$ cat src/rtl/serial_subtractor_3bit_if.sv
// serial_subtractor_3bit_if
//   Handshake/operand bundle for the bit-serial subtractor.
//   master (requester): drives start, a, b; observes busy, done, diff, borrow.
//   slave  (subtractor): the reverse.
//   WIDTH : operand/result width, must match the attached subtractor.
interface serial_subtractor_3bit_if #(
  parameter int WIDTH = 3
);
  logic             start;
  logic [WIDTH-1:0] a;
  logic [WIDTH-1:0] b;
  logic             busy;
  logic             done;
  logic [WIDTH-1:0] diff;
  logic             borrow;

  modport master (output start, a, b, input  busy, done, diff, borrow);
  modport slave  (input  start, a, b, output busy, done, diff, borrow);
endinterface

$ cat src/rtl/serial_subtractor_3bit.sv
// serial_subtractor_3bit
//   Bit-serial a - b, LSB first, one bit per clock.
//   Ports:
//     clk         : single clock, rising edge
//     rst         : asynchronous active-high reset
//     bus (slave) : start/a/b request; busy/done/diff/borrow response
//   A start accepted in IDLE or DONE latches a/b; WIDTH SHIFT cycles later the
//   block sits in DONE for one cycle with diff/borrow freshly loaded. diff and
//   borrow are held until the next DONE (or reset).
module serial_subtractor_3bit #(
  parameter int WIDTH = 3
) (
  input  logic                    clk,
  input  logic                    rst,
  serial_subtractor_3bit_if.slave bus
);

  localparam int             CW   = $clog2(WIDTH + 1);
  localparam logic [CW-1:0]  LAST = CW'(WIDTH - 1);

  typedef enum logic [1:0] {
    S_IDLE  = 2'd0,
    S_SHIFT = 2'd1,
    S_DONE  = 2'd2
  } state_t;

  state_t           r_state;
  state_t           w_state_nxt;
  logic [WIDTH-1:0] r_a_sh;
  logic [WIDTH-1:0] r_b_sh;
  logic [WIDTH-1:0] r_diff_sh;
  logic [WIDTH-1:0] r_diff;
  logic             r_borrow;
  logic             r_br;
  logic [CW-1:0]    r_cnt;

  logic             w_ai;
  logic             w_bi;
  logic             w_d;
  logic             w_br_nxt;
  logic             w_last;
  logic             w_accept;
  logic [WIDTH-1:0] w_diff_nxt;

  // Full-subtractor slice on the current LSBs.
  assign w_ai       = r_a_sh[0];
  assign w_bi       = r_b_sh[0];
  assign w_d        = w_ai ^ w_bi ^ r_br;
  assign w_br_nxt   = (~w_ai & w_bi) | (~(w_ai ^ w_bi) & r_br);
  assign w_diff_nxt = {w_d, r_diff_sh[WIDTH-1:1]};

  assign w_last   = (r_cnt == LAST);
  // start is only honoured between operations; SHIFT ignores it.
  assign w_accept = bus.start && ((r_state == S_IDLE) || (r_state == S_DONE));

  // ---------------- FSM ----------------
  always_ff @(posedge clk or posedge rst) begin
    if (rst) r_state <= S_IDLE;
    else     r_state <= w_state_nxt;
  end

  always_comb begin
    w_state_nxt = r_state;
    case (r_state)
      S_IDLE:  if (bus.start) w_state_nxt = S_SHIFT;
      S_SHIFT: if (w_last)    w_state_nxt = S_DONE;
      S_DONE:  w_state_nxt = bus.start ? S_SHIFT : S_IDLE;
      default: w_state_nxt = S_IDLE;
    endcase
  end

  // ---------------- datapath ----------------
  always_ff @(posedge clk or posedge rst) begin
    if (rst) begin
      r_a_sh    <= '0;
      r_b_sh    <= '0;
      r_diff_sh <= '0;
      r_br      <= 1'b0;
      r_cnt     <= '0;
      r_diff    <= '0;
      r_borrow  <= 1'b0;
    end else if (w_accept) begin
      r_a_sh <= bus.a;
      r_b_sh <= bus.b;
      r_br   <= 1'b0;
      r_cnt  <= '0;
    end else if (r_state == S_SHIFT) begin
      r_a_sh    <= r_a_sh >> 1;
      r_b_sh    <= r_b_sh >> 1;
      r_diff_sh <= w_diff_nxt;
      r_br      <= w_br_nxt;
      r_cnt     <= r_cnt + 1'b1;
      // Last bit: publish the completed word on the edge that enters DONE.
      if (w_last) begin
        r_diff   <= w_diff_nxt;
        r_borrow <= w_br_nxt;
      end
    end
  end

  // Status decoded from registered state only.
  assign bus.busy   = (r_state == S_SHIFT);
  assign bus.done   = (r_state == S_DONE);
  assign bus.diff   = r_diff;
  assign bus.borrow = r_borrow;

endmodule
$ cat src/flat_wrapper.sv
// flat-port wrapper written by rule: the top's interface ports become plain ports
module serial_subtractor_3bit_flat 
#(
  parameter int WIDTH = 3
)
  (clk, rst, bus_start, bus_a, bus_b, bus_busy, bus_done, bus_diff, bus_borrow);
  serial_subtractor_3bit_if #(.WIDTH(WIDTH)) bus_i ();
  input  logic clk;
  input  logic rst;
  input wire logic [$bits(bus_i.start)-1:0] bus_start;
  input wire logic [$bits(bus_i.a)-1:0] bus_a;
  input wire logic [$bits(bus_i.b)-1:0] bus_b;
  output wire logic [$bits(bus_i.busy)-1:0] bus_busy;
  output wire logic [$bits(bus_i.done)-1:0] bus_done;
  output wire logic [$bits(bus_i.diff)-1:0] bus_diff;
  output wire logic [$bits(bus_i.borrow)-1:0] bus_borrow;
  assign bus_i.start = bus_start;
  assign bus_i.a = bus_a;
  assign bus_i.b = bus_b;
  assign bus_busy = bus_i.busy;
  assign bus_done = bus_i.done;
  assign bus_diff = bus_i.diff;
  assign bus_borrow = bus_i.borrow;
  serial_subtractor_3bit #(.WIDTH(WIDTH)) u_core (.clk(clk), .rst(rst), .bus(bus_i));
endmodule
$ cat config.mk
export PLATFORM = sky130hd
export DESIGN_NAME = serial_subtractor_3bit_flat
export DESIGN_NICKNAME = d
export VERILOG_FILES = /design/src/rtl/serial_subtractor_3bit_if.sv /design/src/rtl/serial_subtractor_3bit.sv /design/src/flat_wrapper.sv
export SDC_FILE = /design/constraint.sdc
export NUM_CORES = 1
export LEC_CHECK = 0
export CAP_MARGIN = 30
export CORE_MARGIN = 10
export CORE_UTILIZATION = 48
export DETAILED_ROUTE_END_ITERATION = 6
export PLACE_DENSITY = 0.8
export SYNTH_ARGS = -nofsm -noshare
export SYNTH_HDL_FRONTEND = slang
export SYNTH_SLANG_ARGS = --single-unit
$ cat constraint.sdc
create_clock -name clk -period 1.3 [get_ports clk]
set_input_delay 0.325 -clock clk [delete_from_list [all_inputs] [get_ports clk]]
set_output_delay 0.325 -clock clk [all_outputs]
set_load 0.02 [all_outputs]
After elaboration in Yosys (flattened, before gate mapping)
Index checks and enable logic that the tools add are counted.
{"block": "totals", "out_inout_bits": 6, "mem_count": 0, "mem_bits_ro": 0, "ff_bits": 18, "latch_bits": 0, "ram_bits": 0}
{"block": "op_classes", "shifts": 0, "reduce_logical": 7, "magnitude_cmp": 0, "bitwise_logic": 8, "div_mod_pow": 0, "n_mux": 12, "addsub": 1, "n_mul": 0, "n_eq_ne": 5}
{"operator": "3-bit two-way mux", "n": 4}
{"operator": "2-bit two-way mux", "n": 4}
{"operator": "2-bit one-hot mux with 3 select lines", "n": 1}
{"operator": "2-bit == test, second input constant", "n": 2}
{"operator": "2-bit AND reduction", "n": 2}
{"operator": "1-bit two-way mux", "n": 3}
{"operator": "1-bit NOT", "n": 3}
{"operator": "3-bit AND reduction", "n": 1}
{"operator": "2-bit by 1-bit adder with 2-bit output, second input constant", "n": 1}
{"operator": "1-bit AND", "n": 2}
{"operator": "2-bit by 1-bit == test with 1-bit output, second input constant", "n": 1}
{"operator": "2-bit logical NOT", "n": 1}
{"operator": "2-bit by 1-bit inequality test with 1-bit output, second input constant", "n": 1}
{"operator": "2-bit inequality test, second input constant", "n": 1}
{"operator": "2-bit nonzero test", "n": 1}
{"operator": "1-bit XOR", "n": 2}
{"operator": "1-bit logical AND", "n": 1}
{"operator": "1-bit logical OR", "n": 1}
{"operator": "1-bit bitwise OR", "n": 1}

Longest topological paths before layout
{"block": "logic_depth", "word_depth": 6, "mapped_depth": 6, "depth_no_buf": 5}

Worst setup path after synthesis
No wires, ideal clock.
{"block": "synth_path", "path_type": "register to register", "start": "reg u_core.r_a_sh[0]", "end": "reg u_core.r_diff[2], in the netlist u_core.bus.diff[2]", "setup_slack_ps": 75, "n_path_buf": 0, "t_required_ps": 1175, "stages_incl_launch_ff": 3, "arrival_time_ps": 1100, "setup_time_ps": 125, "cell_sequence": "dfrtp_1 fa_1 mux2_2"}
{"block": "synth_via", "elab_chain_cells": 2}
{"item": "start: declaration", "line": "serial_subtractor_3bit.sv:29", "text": "logic [WIDTH-1:0] r_a_sh;"}
{"item": "start signal: assignment", "line": "serial_subtractor_3bit.sv:83", "text": "r_a_sh <= bus.a;"}
{"item": "start signal: assignment", "line": "serial_subtractor_3bit.sv:88", "text": "r_a_sh <= r_a_sh >> 1;"}
{"item": "1-bit XOR (2 in series)", "line": "serial_subtractor_3bit.sv:48", "text": "assign w_d = w_ai ^ w_bi ^ r_br;"}
{"item": "named net u_core.w_d", "line": "serial_subtractor_3bit.sv:39", "text": "logic w_d;"}
{"item": "end signal: assignment", "line": "serial_subtractor_3bit.sv:95", "text": "r_diff <= w_diff_nxt;"}
{"item": "end: declaration", "line": "serial_subtractor_3bit.sv:32", "text": "logic [WIDTH-1:0] r_diff;"}
The timed path passes the listed nets, and every way through them passes these cells.
A chain may end at the register's enable or synchronous reset.

Final worst setup path
{"block": "layout_path", "start": "reg u_core.r_state[1]", "end": "out bus_done"}
{"block": "layout_via", "elab_chain_cells": 1}
{"item": "start: declaration", "line": "serial_subtractor_3bit.sv:27", "text": "state_t r_state;"}
{"item": "start signal: assignment", "line": "serial_subtractor_3bit.sv:59", "text": "else r_state <= w_state_nxt;"}
{"item": "2-bit == test", "line": "serial_subtractor_3bit.sv:103", "text": "assign bus.done = (r_state == S_DONE);"}
{"item": "end: declaration", "line": "flat_wrapper.sv:14", "text": "output wire logic [$bits(bus_i.done)-1:0] bus_done;"}
No other way between the ends.

==> flow_metrics.env <==
export IMPL_fillers=126
export IMPL_hold_viol_final=0
export IMPL_grt_pass1_vias=579
export IMPL_via_per_inst=5.37
export IMPL_drt_initial_drc_count=13
export IMPL_area_growth_pct=34.3
export IMPL_nets=103
export IMPL_synth_area_per_cell_um2=11.3
export IMPL_dpl_cell_count=101
export IMPL_register_area_um2=427
export IMPL_p_per_area_nw_per_um2=2540
export IMPL_die_y_um=59.5
export IMPL_p_leak_nw=0.472
export IMPL_synth_area_leaders="dfrtp_1 (57%), mux2_2 (4.5%), nand2_1 (4.0%)"
export IMPL_cp_required_ps=980
export IMPL_critPathCaptureType="output port"
export IMPL_crit_type="reg2out"
export IMPL_p_comb_share_pct=51.3
export IMPL_ys_ff_latch=17
export IMPL_grt_usage_pct=9.81
export IMPL_preCtsSetupSlack_ps=-266
export IMPL_multi_input_area_um2=297
export IMPL_htree_levels=1
export IMPL_via_count=575
export IMPL_synth_top_cell_area_share_pct=56.9
export IMPL_stdcell_area_um2=1000
export IMPL_rsz0062_at_grt="yes"
export IMPL_finalSetupViolCount=6
export IMPL_clk_pin_slew_ps=110
export IMPL_seq_area_frac_synth_pct=56.9
export IMPL_netlist_area_um2=748
export IMPL_cap_viol_max_count=0
export IMPL_yosysUniqueCellTypes=24
export IMPL_synth_nets=77
export IMPL_start_util_pct=50.3
export IMPL_clock_sinks=17
export IMPL_drv_slew=0
export IMPL_synthAdderAreaFrac_pct=4.35
export IMPL_detailed_place_hpwl_um=1190
export IMPL_numPortBuffers=14
export IMPL_synth_compound_area_share_pct=12.2
export IMPL_grt_max_degree=18
export IMPL_post_route_period_util_pct=107
export IMPL_ys_warn_count=0
export IMPL_layout_drive_gt1_share_pct=31.9
export IMPL_die_area_um2=3540
export IMPL_finClkSkew_ps=8.55
export IMPL_cts_buffers=3
export IMPL_post_drt_wl_per_cell_um=15.3
export IMPL_cp_arrival_ps=1070
export IMPL_fin_util_pct=67.5
export IMPL_max_slew_margin_pct=84.9
export IMPL_cts_hold_buf=0
export IMPL_layout_setup_ws_ps=-96.1
export IMPL_clk_latency_ps=290
export IMPL_grt_pass1_wl_um=2660
export IMPL_internal_power_mw=1.54
export IMPL_drc=0
export IMPL_synth_top_family_by_area="simple AND/OR/NAND/NOR gates"
export IMPL_core_area_um2=1490
export IMPL_antenna_found_initial=0
export IMPL_pwr_share_clk_pct=11.1
export IMPL_failed_checks="setup timing"
export IMPL_wl_um=1630
export IMPL_cp_start_kind="flip-flop"
export IMPL_ant_nets=0
export IMPL_period_needed_ps=1400
export IMPL_worst_path_max_fanout=2
export IMPL_max_freq_ghz=0.716
export IMPL_irDropWorstVdd_mv=1.32
export IMPL_power_switching_mw=1.00
export IMPL_timing_hold_ws_ps=337
export IMPL_gp_congestion=0.732
export IMPL_layout_cells_non_filler=107
export IMPL_sw_frac_of_total_pct=39.4
export IMPL_fin_tns_setup_ps=-387
export IMPL_netlist_instances=66
export IMPL_outcome="finished, violations left"
export IMPL_grt_ovfl_total=0
export IMPL_root_buffer="clkbuf_4"
export IMPL_fp_row_count=14
export IMPL_placed_cell_area_um2=942
export IMPL_clockBufferDepth=2
export IMPL_synthSimpleGateAreaFrac_pct=14.5
export IMPL_io_pins=15
export IMPL_hp_class="in2async"
export IMPL_synth_xor_area_share_pct=0
export IMPL_tightest_slew_ps=226
export IMPL_seq_power_share_pct=37.6
export IMPL_num_antenna_cells=0
export IMPL_yosysTopAreaCell="dfrtp_1"
export IMPL_drt_pass1_iter_count=2
export IMPL_cts_tree="built"
export IMPL_dieWidth_um=59.5
export IMPL_synth_area_mux_share_pct=5.85
export IMPL_finalPower_mw=2.55
-- power by group through the flow --
| stage | sequential [mW] | combinational, mW | clock [mW] |
|---|---|---|---|
| after floorplan | 0.978 | 0.776 | 0 |
| after global routing | 0.988 | 1.44 | 0.307 |
| after global placement | 0.923 | 1.21 | 0 |
| after detailed placement | 0.941 | 1.26 | 0 |
| after CTS | 0.941 | 1.29 | 0.287 |
| final | 0.957 | 1.31 | 0.283 |
-- synth_stat cells (all sizes together) --
| master | instances |
|---|---|
| nand3 | 1 |
| nor2b | 2 |
| a211oi | 1 |
| dfrtp | 17 |
| nand2 | 8 |
| mux2i | 1 |
| inv | 6 |
| a22o | 3 |
| ha | 1 |
| a21oi | 2 |
| o21ai | 4 |
| and2b | 1 |
| o22ai | 3 |
| nand2b | 2 |
| o2bb2ai | 1 |
| fa | 1 |
| nor2 | 4 |
| nor3 | 2 |
| mux2 | 3 |
| buf | 2 |
| nand3b | 1 |
-- registers in the layout, summed over array words and instances, names as in the netlist --
register,count
u_core.r_br,1
u_core.r_b_sh,3
u_core.r_a_sh,3
u_core.bus.diff,3
u_core.bus.borrow,1
u_core.r_cnt,2
u_core.r_state,2
u_core.r_diff_sh,2
-- area by class of cell --
type                            instances  area share, %
Clock buffer                            3           2.24
Tap cell                               16           1.99
Multi-Input combinational cell         41           29.5
Sequential cell                        17           42.5
Timing Repair Buffer                   23           20.5
Clock inverter                          1          0.498
Inverter                                6           2.74
-- placed cells by master (no fill, tap or decap), drive strengths merged --
cell,n
nor2b,2
a211oi,1
mux2,3
buf,13
a22o,3
a21oi,2
ha,1
clkdlybuf4s50,8
clkinv,2
o21ai,4
clkbuf,3
nand3b,1
clkdlybuf4s15,2
mux2i,1
fa,1
o22ai,3
and2b,1
dfrtp,17
nand2,8
nor3,2
nand2b,2
nor2,4
o2bb2ai,1
inv,5
nand3,1
-- cells by family after synthesis --
kind of cell	count (synthesis)
flops	17
simple gates	21
fa+ha+maj	2
mux	4
compound gates	14
buf+inv	8
-- timing repair --
item,CTS,global route
cloned,0,0
buffers inserted,1,1
resized for setup,27,7
setup endpoints to repair,9,8
endpoints found under the hold margin,0,0
-- metal layers --
metal | share of wire, % | vias to the layer above | GRT usage [%]
met4 | 1.2 | 0 | 4.92
met5 | 0 | - | 0
li1 | - | 273 | -
met2 | 54 | 9 | 17.2
met3 | 3.4 | 2 | 2.58
met1 | 41 | 291 | 10.4
-- worst max-delay path, stage by stage (launching register included) --
cell,delay (ps)
dfrtp_1,410
buf_6,130
nor2b_4,120
buf_6,120
-- final timing paths --
path	start	end	slack, ps	cells after the start
min reg2reg	u_core.r_diff_sh[1]	u_core.r_diff_sh[1]	490	2
min	rst	u_core.r_cnt[1]	340	3
max in group asynchronous	rst	u_core.r_state[0]	760	3
max reg2reg	u_core.r_state[1]	u_core.bus.diff[1]	-80	4
min in group clk	u_core.r_diff_sh[1]	u_core.r_diff_sh[1]	490	2
max	u_core.r_state[1]	bus_done	-100	3
No activity file was read; power rests on OpenSTA's default activity.
